<file path="src/rtl/fb_frame_forward_m_pkg.sv">
// Shared definitions for the frame-forward stage: FSM state encoding,
// default widths and the per-state input-acceptance rule.
package fb_frame_forward_m_pkg;

  localparam int DEF_DATA_W     = 32;
  localparam int DEF_CNT_W      = 16;
  localparam int DEF_FIFO_DEPTH = 4;

  typedef enum logic [2:0] {
    ST_IDLE  = 3'd0,
    ST_HDR   = 3'd1,
    ST_PAY   = 3'd2,
    ST_FLUSH = 3'd3,
    ST_DONE  = 3'd4
  } fwd_state_e;

  // Upstream is only ever ready while reading the header or buffering payload.
  function automatic logic state_accepts_input(input fwd_state_e state,
                                               input logic       fifo_full);
    case (state)
      ST_HDR:  return 1'b1;
      ST_PAY:  return !fifo_full;
      default: return 1'b0;
    endcase
  endfunction

endpackage

</file>
<file path="src/rtl/fb_frame_forward_m_fifo.sv">
// Small synchronous FIFO decoupling payload acceptance from the leaf interface.
// The head is visible the cycle after a push into an empty buffer.
module fb_fwd_fifo #(
  parameter int DATA_W = 32,
  parameter int DEPTH  = 4
) (
  input  logic              clk,
  input  logic              reset,
  input  logic              push,
  input  logic [DATA_W-1:0] push_data,
  input  logic              pop,
  output logic [DATA_W-1:0] head,
  output logic              full,
  output logic              empty
);

  localparam int AW = (DEPTH > 1) ? $clog2(DEPTH) : 1;
  localparam logic [AW:0] PTR_ONE = 1;

  logic [DATA_W-1:0] mem [DEPTH];
  logic [AW:0]       wr_ptr_reg;
  logic [AW:0]       rd_ptr_reg;
  logic              do_push;
  logic              do_pop;

  // Pointers carry one extra wrap bit so equal indices disambiguate full/empty.
  assign empty   = (wr_ptr_reg == rd_ptr_reg);
  assign full    = (wr_ptr_reg[AW-1:0] == rd_ptr_reg[AW-1:0]) &&
                   (wr_ptr_reg[AW] != rd_ptr_reg[AW]);
  assign do_push = push && !full;
  assign do_pop  = pop && !empty;

  always_ff @(posedge clk) begin
    if (reset) begin
      wr_ptr_reg <= '0;
      rd_ptr_reg <= '0;
    end else begin
      if (do_push) wr_ptr_reg <= wr_ptr_reg + PTR_ONE;
      if (do_pop)  rd_ptr_reg <= rd_ptr_reg + PTR_ONE;
    end
  end

  always_ff @(posedge clk) begin
    if (do_push) mem[wr_ptr_reg[AW-1:0]] <= push_data;
  end

  // Stale storage is masked so an empty buffer always presents zero.
  assign head = empty ? '0 : mem[rd_ptr_reg[AW-1:0]];

endmodule

</file>
<file path="src/rtl/fb_frame_forward_m.sv">
// Frame forwarder: consumes a word-count header, forwards that many payload
// words through a small buffer and pulses ap_done once the buffer has drained.
module fb_frame_forward_m
  import fb_frame_forward_m_pkg::*;
#(
  parameter int DATA_W     = DEF_DATA_W,
  parameter int CNT_W      = DEF_CNT_W,
  parameter int FIFO_DEPTH = DEF_FIFO_DEPTH
) (
  input  logic              clk,
  input  logic              reset,
  input  logic              ap_start,
  output logic              ap_idle,
  output logic              ap_done,
  input  logic [DATA_W-1:0] Input_1_V_TDATA,
  input  logic              Input_1_V_TVALID,
  output logic              Input_1_V_TREADY,
  output logic [DATA_W-1:0] Output_1_V_TDATA,
  output logic              Output_1_V_TVALID,
  input  logic              Output_1_V_TREADY
);

  localparam logic [CNT_W-1:0] CNT_ONE = 1;

  fwd_state_e       state_reg;
  fwd_state_e       state_next;
  logic [CNT_W-1:0] count_reg;
  logic [CNT_W-1:0] count_next;
  logic             fifo_full;
  logic             fifo_empty;
  logic             in_xfer;
  logic             push;

  assign Input_1_V_TREADY = state_accepts_input(state_reg, fifo_full);
  assign in_xfer          = Input_1_V_TVALID && Input_1_V_TREADY;
  assign ap_idle          = (state_reg == ST_IDLE);
  assign ap_done          = (state_reg == ST_DONE);

  always_ff @(posedge clk) begin
    if (reset) begin
      state_reg <= ST_IDLE;
      count_reg <= '0;
    end else begin
      state_reg <= state_next;
      count_reg <= count_next;
    end
  end

  always_comb begin
    state_next = state_reg;
    count_next = count_reg;
    push       = 1'b0;
    case (state_reg)
      ST_IDLE: begin
        if (ap_start) state_next = ST_HDR;
      end
      ST_HDR: begin
        // The header only loads the counter; it is never forwarded.
        if (in_xfer) begin
          count_next = Input_1_V_TDATA[CNT_W-1:0];
          state_next = (Input_1_V_TDATA[CNT_W-1:0] != '0) ? ST_PAY : ST_DONE;
        end
      end
      ST_PAY: begin
        if (in_xfer) begin
          push       = 1'b1;
          count_next = count_reg - CNT_ONE;
          if (count_reg == CNT_ONE) state_next = ST_FLUSH;
        end
      end
      ST_FLUSH: begin
        if (fifo_empty) state_next = ST_DONE;
      end
      ST_DONE: begin
        state_next = ST_IDLE;
      end
      default: begin
        state_next = ST_IDLE;
      end
    endcase
  end

  fb_fwd_fifo #(
    .DATA_W (DATA_W),
    .DEPTH  (FIFO_DEPTH)
  ) u_fifo (
    .clk       (clk),
    .reset     (reset),
    .push      (push),
    .push_data (Input_1_V_TDATA),
    .pop       (Output_1_V_TREADY),
    .head      (Output_1_V_TDATA),
    .full      (fifo_full),
    .empty     (fifo_empty)
  );

  assign Output_1_V_TVALID = !fifo_empty;

endmodule

</file>
<file path="config.mk">
export PLATFORM = sky130hd
export DESIGN_NAME = fb_frame_forward_m
export DESIGN_NICKNAME = d
export VERILOG_FILES = /design/src/rtl/fb_frame_forward_m_pkg.sv /design/src/rtl/fb_frame_forward_m_fifo.sv /design/src/rtl/fb_frame_forward_m.sv
export SDC_FILE = /design/constraint.sdc
export NUM_CORES = 1
export LEC_CHECK = 0
export BUFFER_PORTS_ARGS = -buffer_cell sky130_fd_sc_hd__buf_2
export CORE_ASPECT_RATIO = 0.8
export CORE_UTILIZATION = 53
export CTS_BUF_LIST = sky130_fd_sc_hd__clkbuf_16
export DETAILED_ROUTE_END_ITERATION = 6
export GPL_ROUTABILITY_DRIVEN = 0
export GPL_TIMING_DRIVEN = 1
export PLACE_DENSITY = 0.88
export SETUP_SLACK_MARGIN = 0.02
export SYNTH_ARGS = -nofsm -noshare
export SYNTH_HDL_FRONTEND = slang
export SYNTH_HIERARCHICAL = 1
export SYNTH_SLANG_ARGS = --single-unit
</file>
<file path="constraint.sdc">
create_clock -name clk -period 3.9 [get_ports clk]
set_input_delay 0.78 -clock clk [delete_from_list [all_inputs] [get_ports clk]]
set_output_delay 0.78 -clock clk [all_outputs]
set_load 0.05 [all_outputs]
</file>
### After elaboration in Yosys (flattened, before gate mapping)

Memory sizes are Yosys's and may differ from the RTL's. A register that Yosys moved wholly into a read port is not among the register bits.
Cells that the tools add are included.

* logic and storage cells: 50
* memories: 1
* register bits after elaboration: 25
* output and inout bits: 36
* bits in writable memories: 128

Memory list
* u_fifo.mem: words 4, width 32, rd ports 1, clocked after Yosys merged registers in 1, wr ports 1, RTL line fb_frame_forward_m_fifo.sv:20 `logic [DATA_W-1:0] mem [DEPTH];`

* eq/ne operators: 13
* $add $sub $neg: 3
* multiplexer cells: 18
* reductions and logical operators: 11

Operators with widths (count)
* $mux 16: 2
* $mux 32: 1
* $pmux 16 s2: 1
* $mux 3: 6
* $eq 16x1->1 const B: 1
* $reduce_bool 16->1: 1
* $sub 16x1->16 const B: 1
* $pmux 3 s4: 1
* $ne 2x2->1 const B: 4
* $add 3x1->3 const B: 2
* $eq 3x2->1 const B: 2
* $reduce_and 5->1: 1
* $logic_and 1x1->1: 4
* $mux 1: 4
* $mux 2: 2
* $eq 3x1->1 const B: 1
* $eq 3x3->1: 1
* $eq 3x3->1 const B: 1
* $logic_not 3->1: 1
* $reduce_and 3->1: 1
* $eq 2x2->1: 1
* $logic_not 1->1: 2
* $ne 2x1->1 const B: 1
* $pmux 1 s2: 1
* 2 further kinds: 2

### Longest topological paths before layout

Gate-level depths: netlist of the first run.

* depth in word-level cells: 10
* depth in mapped cells: 10

### Modules after synthesis

The synthesis of the first run kept the hierarchy.

By module, submodules not included
* fb_fwd_fifo: cells each 271, sequential area each 4003.8 µm², area each 5392.7 µm², times used 1
* fb_frame_forward_m: cells each 175, sequential area each 380.4 µm², area each 1365.1 µm², times used 1

### Worst setup path after synthesis of the first run

OpenSTA, ideal clock, no wires.

* kind: register to register
* from: reg u_fifo.wr_ptr_reg[1]
* to: mem u_fifo.mem[3][0], enable pin
* path slack: 0.220 ns
* arrival time: 3.259 ns
* required time: 3.479 ns
* path buffers: 2
* stages on the path, launching flop included: 10
* path through: dfxtp_1 > buf_2 > xor2_1 > nor3_1 > nor3b_1 > o21ai_2 > buf_2 > nor2_1 > nand2_1 > nor2_1

* cells in the longest elaborated chain, start to end: 10

Ends and longest elaborated chain
* start, declared: RTL line fb_frame_forward_m_fifo.sv:21 `logic [AW:0] wr_ptr_reg;`
* start signal, assigned: RTL line fb_frame_forward_m_fifo.sv:38 `if (do_push) wr_ptr_reg <= wr_ptr_reg + PTR_ONE;`
* $eq 2x2->1: RTL line fb_frame_forward_m_fifo.sv:28 `assign full = (wr_ptr_reg[AW-1:0] == rd_ptr_reg[AW-1:0]) &&`
* $logic_and 1x1->1: RTL line fb_frame_forward_m_fifo.sv:28
* via fifo_full: RTL line fb_frame_forward_m.sv:29 `logic fifo_full;`
* $logic_not 1->1: RTL line fb_frame_forward_m_pkg.sv:22 `ST_PAY: return !fifo_full;`
* $pmux 1 s2: RTL line fb_frame_forward_m_pkg.sv:20 `case (state)`
* $logic_and 1x1->1: RTL line fb_frame_forward_m.sv:35 `assign in_xfer = Input_1_V_TVALID && Input_1_V_TREADY;`
* $mux 1: RTL line fb_frame_forward_m.sv:65 `if (in_xfer) begin`
* $mux 1: RTL line fb_frame_forward_m.sv:53 `case (state_reg)`
* via push: RTL line fb_frame_forward_m.sv:32 `logic push;`
* $logic_and 1x1->1: RTL line fb_frame_forward_m_fifo.sv:30 `assign do_push = push && !full;`
* $mux 1: RTL line fb_frame_forward_m_fifo.sv:44 `if (do_push) mem[wr_ptr_reg[AW-1:0]] <= push_data;`
* $mux 1 (not written as such): RTL line fb_frame_forward_m_fifo.sv:44
* end, declared: RTL line fb_frame_forward_m_fifo.sv:20

The timed path passes the listed nets, and every way through them passes these cells.

### Worst setup path after layout of the first run

* from: reg u_fifo.wr_ptr_reg[1]
* to: mem u_fifo.mem[1][0], enable pin

The elaborated chain is that of the path after synthesis.

==> out/qor.yml, run 1 <==
path_cells: "xor2_1 > nor3_1 > nor3b_1 > o21ai_2 > nor2_1 > inv_1 > a31oi_1 > and2_2 > buf_4"
io_buffers: 72
initial_core_util: 0.550
largest_register_ffs: 128
synthFlopType: "edfxtp_1"
syn_inst: 446
cts_root_buf: "clkbuf_16"
fin_nets: 564
regArea_um2: 4390
hp-class: "flop to flop"
die_width_um: 128
crit_path_end_kind: "flop"
htree_levels: 4
routed.top_layer: "met4"
layout-drive-gt1-share: 0.287
slew_viol_final: 0
dieArea_um2: 13200
fill_cells: 833
synth.avg_cell_area_um2: 15.2
rsz0062_at_grt: "false"
synth-async-reset-ratio: 0
antenna_cells: 0
wl_per_cell_um: 20.0
insertion_delay_ns: 0.42
route.met3.wl_um: 1040
syn-cell-area_um2: 6760
synthesis.nets: 490
pwr-share-comb: 0.195
setup_viol: 0
crit_fanout: 32
critPathMaxStageDelay_ns: 0.50
cts_resized: 0
dr.pass1.iters: 5
post-cts-setup-buffers: 0
max_freq_mhz: 281
cts_tree: "done"
totalWireLength_um: 14100
ios: 73
fin_crit_ns: 3.56
drt_iter0_markers: 426
power.density_nw_per_um2: 562
p_seq_frac: 0.424
slew_headroom: 0.313
gr-total-overflow: 0
cts.sinks: 155
p_int_w: 0.00317
clkTransAtPathRegs_ns: 0.06
skew_ns: 0.00688
area_delta_synth_final_pct: 16.5
total_leakage_power_nw: 2.72
power_frac_clock: 0.381
swShare: 0.283
worstSetupPathType: "flop to flop"
grt_start_max_net_pins: 33
grt_pass1_wl_um: 22400
grt_pass1_vias: 4312
status: "complete, no violations"
crit_path_top_delay_cell: "dfxtp_1"
synth.distinct_cells: 57
max_cap_viol_count: 0
start_kind: "flop"
synth-edff-count: 128
ir_worst_vdd_v: 0.000369
track_usage: 0.233
num_vias: 4311
drc: 0
finish.utilization: 0.640
core-area_um2: 12300
dp_hpwl_um: 8770
hold_viol: 0
synth_warnings: 6
num_rows: 36
detail_route.vias_per_cell: 6.12
clock_path_buffers: 2
multi_input_area_um2: 2190
synth-seq-cells: 155
dp_slack_ns: 0.440
tightest_slew_ns: 1.03
hold_ws_ns: 0.516
met2_length_um: 6880
crit_arrival_ns: 3.61
cts_hold_buffers: 0
finalCritPeriodShare: 0.912
fin_setup_tns_ns: 0
antenna_found_initial: 0
fin_ws_ns: 0.343
worstPathRequired_ns: 3.96
numCtsBuffers: 17
switching_power_w: 0.00125
die_h_um: 103
wl_met1_um: 5910
ys_seq_area_frac: 0.649
antenna_left: 0
cells in the mapped netlist, drive strengths merged (3+ instances only):
cell    count  area [um^2]
edfxtp    128         3840
nor2b      37          231
mux4       32          721
dfxtp      27          541
buf        20          133
a21oi      18         90.1
nand2      17         63.8
o21ai      17         88.8
nor2       15         56.3
inv        13         48.8
nand4      13         81.3
nor4       11          105
nor3        8         45.0
ha          7         87.6
nor3b       7         57.6
a31oi       6         37.5
clkbuf      6         22.5
nand3       6         30.0
and2        5         31.3
o32ai       4         35.0
or4         4         30.0
a21o        3         22.5
a32o        3         30.0
and3        3         20.0
o211ai      3         22.5
or3         3         18.8
xnor2       3         26.3
xor2        3         33.8
worst max-delay path: cells and delay by family (launching register included):
family	cells	cell delay, ns
compound gates	2	0.55
xor+xnor	1	0.43
buf+inv	2	0.53
flops	1	0.50
simple gates	4	1.16
cell families after synthesis:
| family | count (synthesis) | share of synthesized area |
|---|---|---|
| mux | 34 | 0.110 |
| fa+ha+maj | 7 | 0.0130 |
| xor+xnor | 6 | 0.00889 |
| simple gates | 132 | 0.118 |
| flops | 155 | 0.649 |
| buf+inv | 39 | 0.0302 |
| compound gates | 73 | 0.0718 |
power by group through the flow:
stage / Sequential [W] / Combinational [W] / Clock, W
after CTS: 0.00188 / 0.000866 / 0.00171
after global placement: 0.00191 / 0.000841 / 0
final: 0.00188 / 0.000862 / 0.00169
after global routing: 0.00188 / 0.000915 / 0.00177
after floorplan: 0.00187 / 0.000704 / 0
after detailed placement: 0.00191 / 0.000858 / 0
per-stage QoR:
step	power, W	instance area (um^2)	std cells
after floorplan	0.00257	6760	446
after global placement	0.00275	7260	672
after detailed placement	0.00277	7260	672
after CTS	0.00445	7870	704
after global routing	0.00457	7870	704
final	0.00443	7870	704
cells in the final DEF (no fill, tap or decap), drive strengths merged, types with 5 or more instances in the layout:
cell type  count
nand2         17
nor2          15
nand3          6
nand4         13
o21ai         17
nor4          11
clkbuf        17
inv           18
nor3b          7
edfxtp       128
mux4          32
ha             7
clkinv         5
nor2b         37
a21oi         18
buf           81
dfxtp         27
a31oi          6
and2           5
nor3           8
area by class of cell:
cell class	count	share of cell area
Inverter	13	0.00620
Clock inverter	15	0.0231
Sequential cell	155	0.557
Multi-Input combinational cell	252	0.278
Tap cell	171	0.0272
Timing Repair Buffer	81	0.0544
Clock buffer	17	0.0541
routing by layer:
layer / up-vias / track usage
met5: - / 0
met4: 0 / 0.0986
met3: 34 / 0.0498
met2: 217 / 0.383
met1: 2150 / 0.305
li1: 1910 / -
final timing paths:
kind | from | endpoint | slack, ns | depth (start not counted)
min | count_reg[15]$_SDFFE_PP0P_ | count_reg[15]$_SDFFE_PP0P_ | 0.52 | 2
max reg2reg | u_fifo/wr_ptr_reg[1]$_SDFFE_PP0P_ | u_fifo/mem[1][0]$_DFFE_PP_ | 0.34 | 9
min reg2reg | count_reg[15]$_SDFFE_PP0P_ | count_reg[15]$_SDFFE_PP0P_ | 0.52 | 2
max | u_fifo/wr_ptr_reg[1]$_SDFFE_PP0P_ | u_fifo/mem[1][0]$_DFFE_PP_ | 0.34 | 9
(Power assumes the default switching activity.)
==> inputs of run 2 (changes only) <==
--- a/config.mk
+++ b/config.mk
@@ -7,14 +7,13 @@
 export LEC_CHECK = 0
 export BUFFER_PORTS_ARGS = -buffer_cell sky130_fd_sc_hd__buf_2
 export CORE_ASPECT_RATIO = 0.8
-export CORE_UTILIZATION = 53
+export CORE_UTILIZATION = 52
 export CTS_BUF_LIST = sky130_fd_sc_hd__clkbuf_16
 export DETAILED_ROUTE_END_ITERATION = 6
 export GPL_ROUTABILITY_DRIVEN = 0
 export GPL_TIMING_DRIVEN = 1
-export PLACE_DENSITY = 0.88
+export PLACE_DENSITY = 0.87
 export SETUP_SLACK_MARGIN = 0.02
 export SYNTH_ARGS = -nofsm -noshare
 export SYNTH_HDL_FRONTEND = slang
-export SYNTH_HIERARCHICAL = 1
 export SYNTH_SLANG_ARGS = --single-unit
==> out/qor.yml, run 2 <==
antenna_cells: 0
totalWireLength_um: 13300
synth_top_cells_by_count: "128 x edfxtp_1, 38 x and2_1, 32 x mux4_2"
rsz0062_at_grt: "false"
gr-total-overflow: 0
cts_resized: 0
status: "complete, no violations"
worstPathRequired_ns: 3.12
fin_nets: 538
dieArea_um2: 13000
synth_top_cell_by_area: "edfxtp_1"
largest_register_ffs: 128
synth-seq-cells: 155
r2r_slack_ns: 1.14
hold_viol: 0
fin_ws_ns: 0.483
synth.top_cells.by_area: "edfxtp_1 59%, mux4_2 11%, dfxtp_1 8.3%"
synth_fa_ha_area_frac: 0.0134
grt_pass1_vias: 3889
wl_per_cell_um: 19.6
tightest_slew_ns: 0.910
ir_worst_vdd_v: 0.000323
max_cap_viol_count: 0
dp_slack_ns: 0.926
antenna_found_initial: 0
synth.distinct_cells: 58
post-cts-setup-buffers: 0
total_leakage_power_nw: 2.70
clkTransAtPathRegs_ns: 0.06
drt_iter0_markers: 406
setup_viol: 0
worstHoldStart: "count_reg[14]$_SDFFE_PP0P_"
ys_seq_area_frac: 0.673
r2r-start: "state_reg[1]$_SDFFE_PP0P_"
initial_core_util: 0.534
grtUsageMet2: 0.366
grt_start_max_net_pins: 33
numCtsBuffers: 17
io_buffers: 72
slew_headroom: 0.394
final_cell_mix: "128 x edfxtp_1, 72 x buf_2, 34 x and2_1"
insertion_delay_ns: 0.42
grt_pass1_wl_um: 20500
num_rows: 36
fin_setup_tns_ns: 0
cts_tree: "done"
drc: 0
synth-async-reset-ratio: 0
reg2reg_depth: 3
hp-class: "flop to flop"
hold_depth: 2
core-area_um2: 12200
r2r-end: "u_fifo.mem[0][9]$_DFFE_PP_"
synthesis.nets: 463
crit_arrival_ns: 2.64
final_common_cell: "edfxtp_1"
cts.sinks: 155
dr.pass1.iters: 5
synthXorXnorAreaFrac: 0.00941
synthFlopType: "edfxtp_1"
grt.busiest_layer: "met2"
slew_viol_final: 0
synth-edff-count: 128
multi_input_area_um2: 2010
synth_warnings: 0
yosys.area_share.simple: 0.102
worstSetupPathType: "flop to output port"
cts_root_buf: "clkbuf_16"
ios: 73
detail_route.vias_per_cell: 5.76
die_width_um: 127
antenna_left: 0
power.density_nw_per_um2: 511
die_h_um: 102
dp_hpwl_um: 8390
synth.most_common_cell: "edfxtp_1"
cts_hold_buffers: 0
track_usage: 0.217
fin_crit_ns: 3.42
start_kind: "flop"
htree_levels: 4
skew_ns: 0.00611
regArea_um2: 4390
fill_cells: 823
syn-cell-area_um2: 6510
synth_top_family_by_area: "multiplexers"
synthMuxAreaShare: 0.112
num_vias: 3905
finalCritPeriodShare: 0.876
gr-usage-met3: 0.0461
syn_inst: 419
crit_path_end_kind: "output port"
max_freq_mhz: 293
clock_path_buffers: 2
crit_fanout: 21
synth.avg_cell_area_um2: 15.5
yosysTopAreaCellShare: 0.590
met1_usage: 0.274
synth_compound_area_frac: 0.0709
area_delta_synth_final_pct: 18.0
hold_end: "count_reg[14]$_SDFFE_PP0P_"
layout-drive-gt1-share: 0.318
[run 2: cell count changes after synthesis, sizes merged, moves of 8 or more]
cell,before,now
nor2b,37,0
and2,5,38
buf,20,9
clkbuf,6,14
nand4,13,1
[run 2: worst max path at each step]
stage	start	endpoint	cells after the start
floorplan	u_fifo.rd_ptr_reg[2]$_SDFFE_PP0P_	Output_1_V_TDATA[21]	4
global placement	u_fifo.wr_ptr_reg[0]$_SDFFE_PP0P_	Output_1_V_TDATA[30]	5
detailed placement	u_fifo.wr_ptr_reg[0]$_SDFFE_PP0P_	Output_1_V_TDATA[29]	5
CTS	u_fifo.wr_ptr_reg[0]$_SDFFE_PP0P_	Output_1_V_TDATA[29]	5
global route	u_fifo.wr_ptr_reg[0]$_SDFFE_PP0P_	Output_1_V_TDATA[29]	5
finish	u_fifo.wr_ptr_reg[0]$_SDFFE_PP0P_	Output_1_V_TDATA[31]	5
[run 2: layout make-up]
type / instances / area share
Inverter: 7 / 0.00342
Sequential cell: 155 / 0.571
Clock buffer: 17 / 0.0553
Tap cell: 171 / 0.0278
Timing Repair Buffer: 79 / 0.0537
Clock inverter: 15 / 0.0275
Multi-Input combinational cell: 234 / 0.261
[run 2: kinds of logic (layout without fill, tap and decap cells)]
logic type / count (synthesis) / in the layout
buf+inv: 30 / 118
fa+ha+maj: 7 / 7
xor+xnor: 7 / 7
mux: 33 / 33
compound gates: 67 / 67
flops: 155 / 155
simple gates: 120 / 120
[run 2: report_power, final]
group          switching [W]  internal [W]  total, W
registers          0.0000222       0.00181   0.00183
logic               0.000225      0.000115  0.000340
clock network       0.000675       0.00108   0.00176
[run 2: critical path, cell delays in order, from the launching register on]
cell	delay [ns]
dfxtp_1	0.37
xnor2_1	0.43
nand3b_1	0.61
buf_4	0.44
and2_1	0.16
buf_2	0.21
[run 2: routing by layer]
metal / vias up / share of wire
li1: 1779 / -
met4: 0 / 0.021
met3: 29 / 0.067
met1: 1914 / 0.41
met5: - / 0
met2: 183 / 0.50
[run 2: metrics by stage]
| step | util | instance area (um^2) | std cells | hold slack [ns] | total power (W) |
|---|---|---|---|---|---|
| final | 0.630 | 7690 | 678 | 0.501 | 0.00393 |
| after global routing | 0.630 | 7690 | 678 | 0.508 | 0.00403 |
| after CTS | 0.630 | 7690 | 678 | 0.500 | 0.00394 |
| after detailed placement | 0.577 | 7050 | 646 | 0.488 | 0.00220 |
| after global placement | 0.577 | 7050 | 646 | 0.463 | 0.00219 |
| after floorplan | - | 6510 | 419 | 0.454 | 0.00210 |
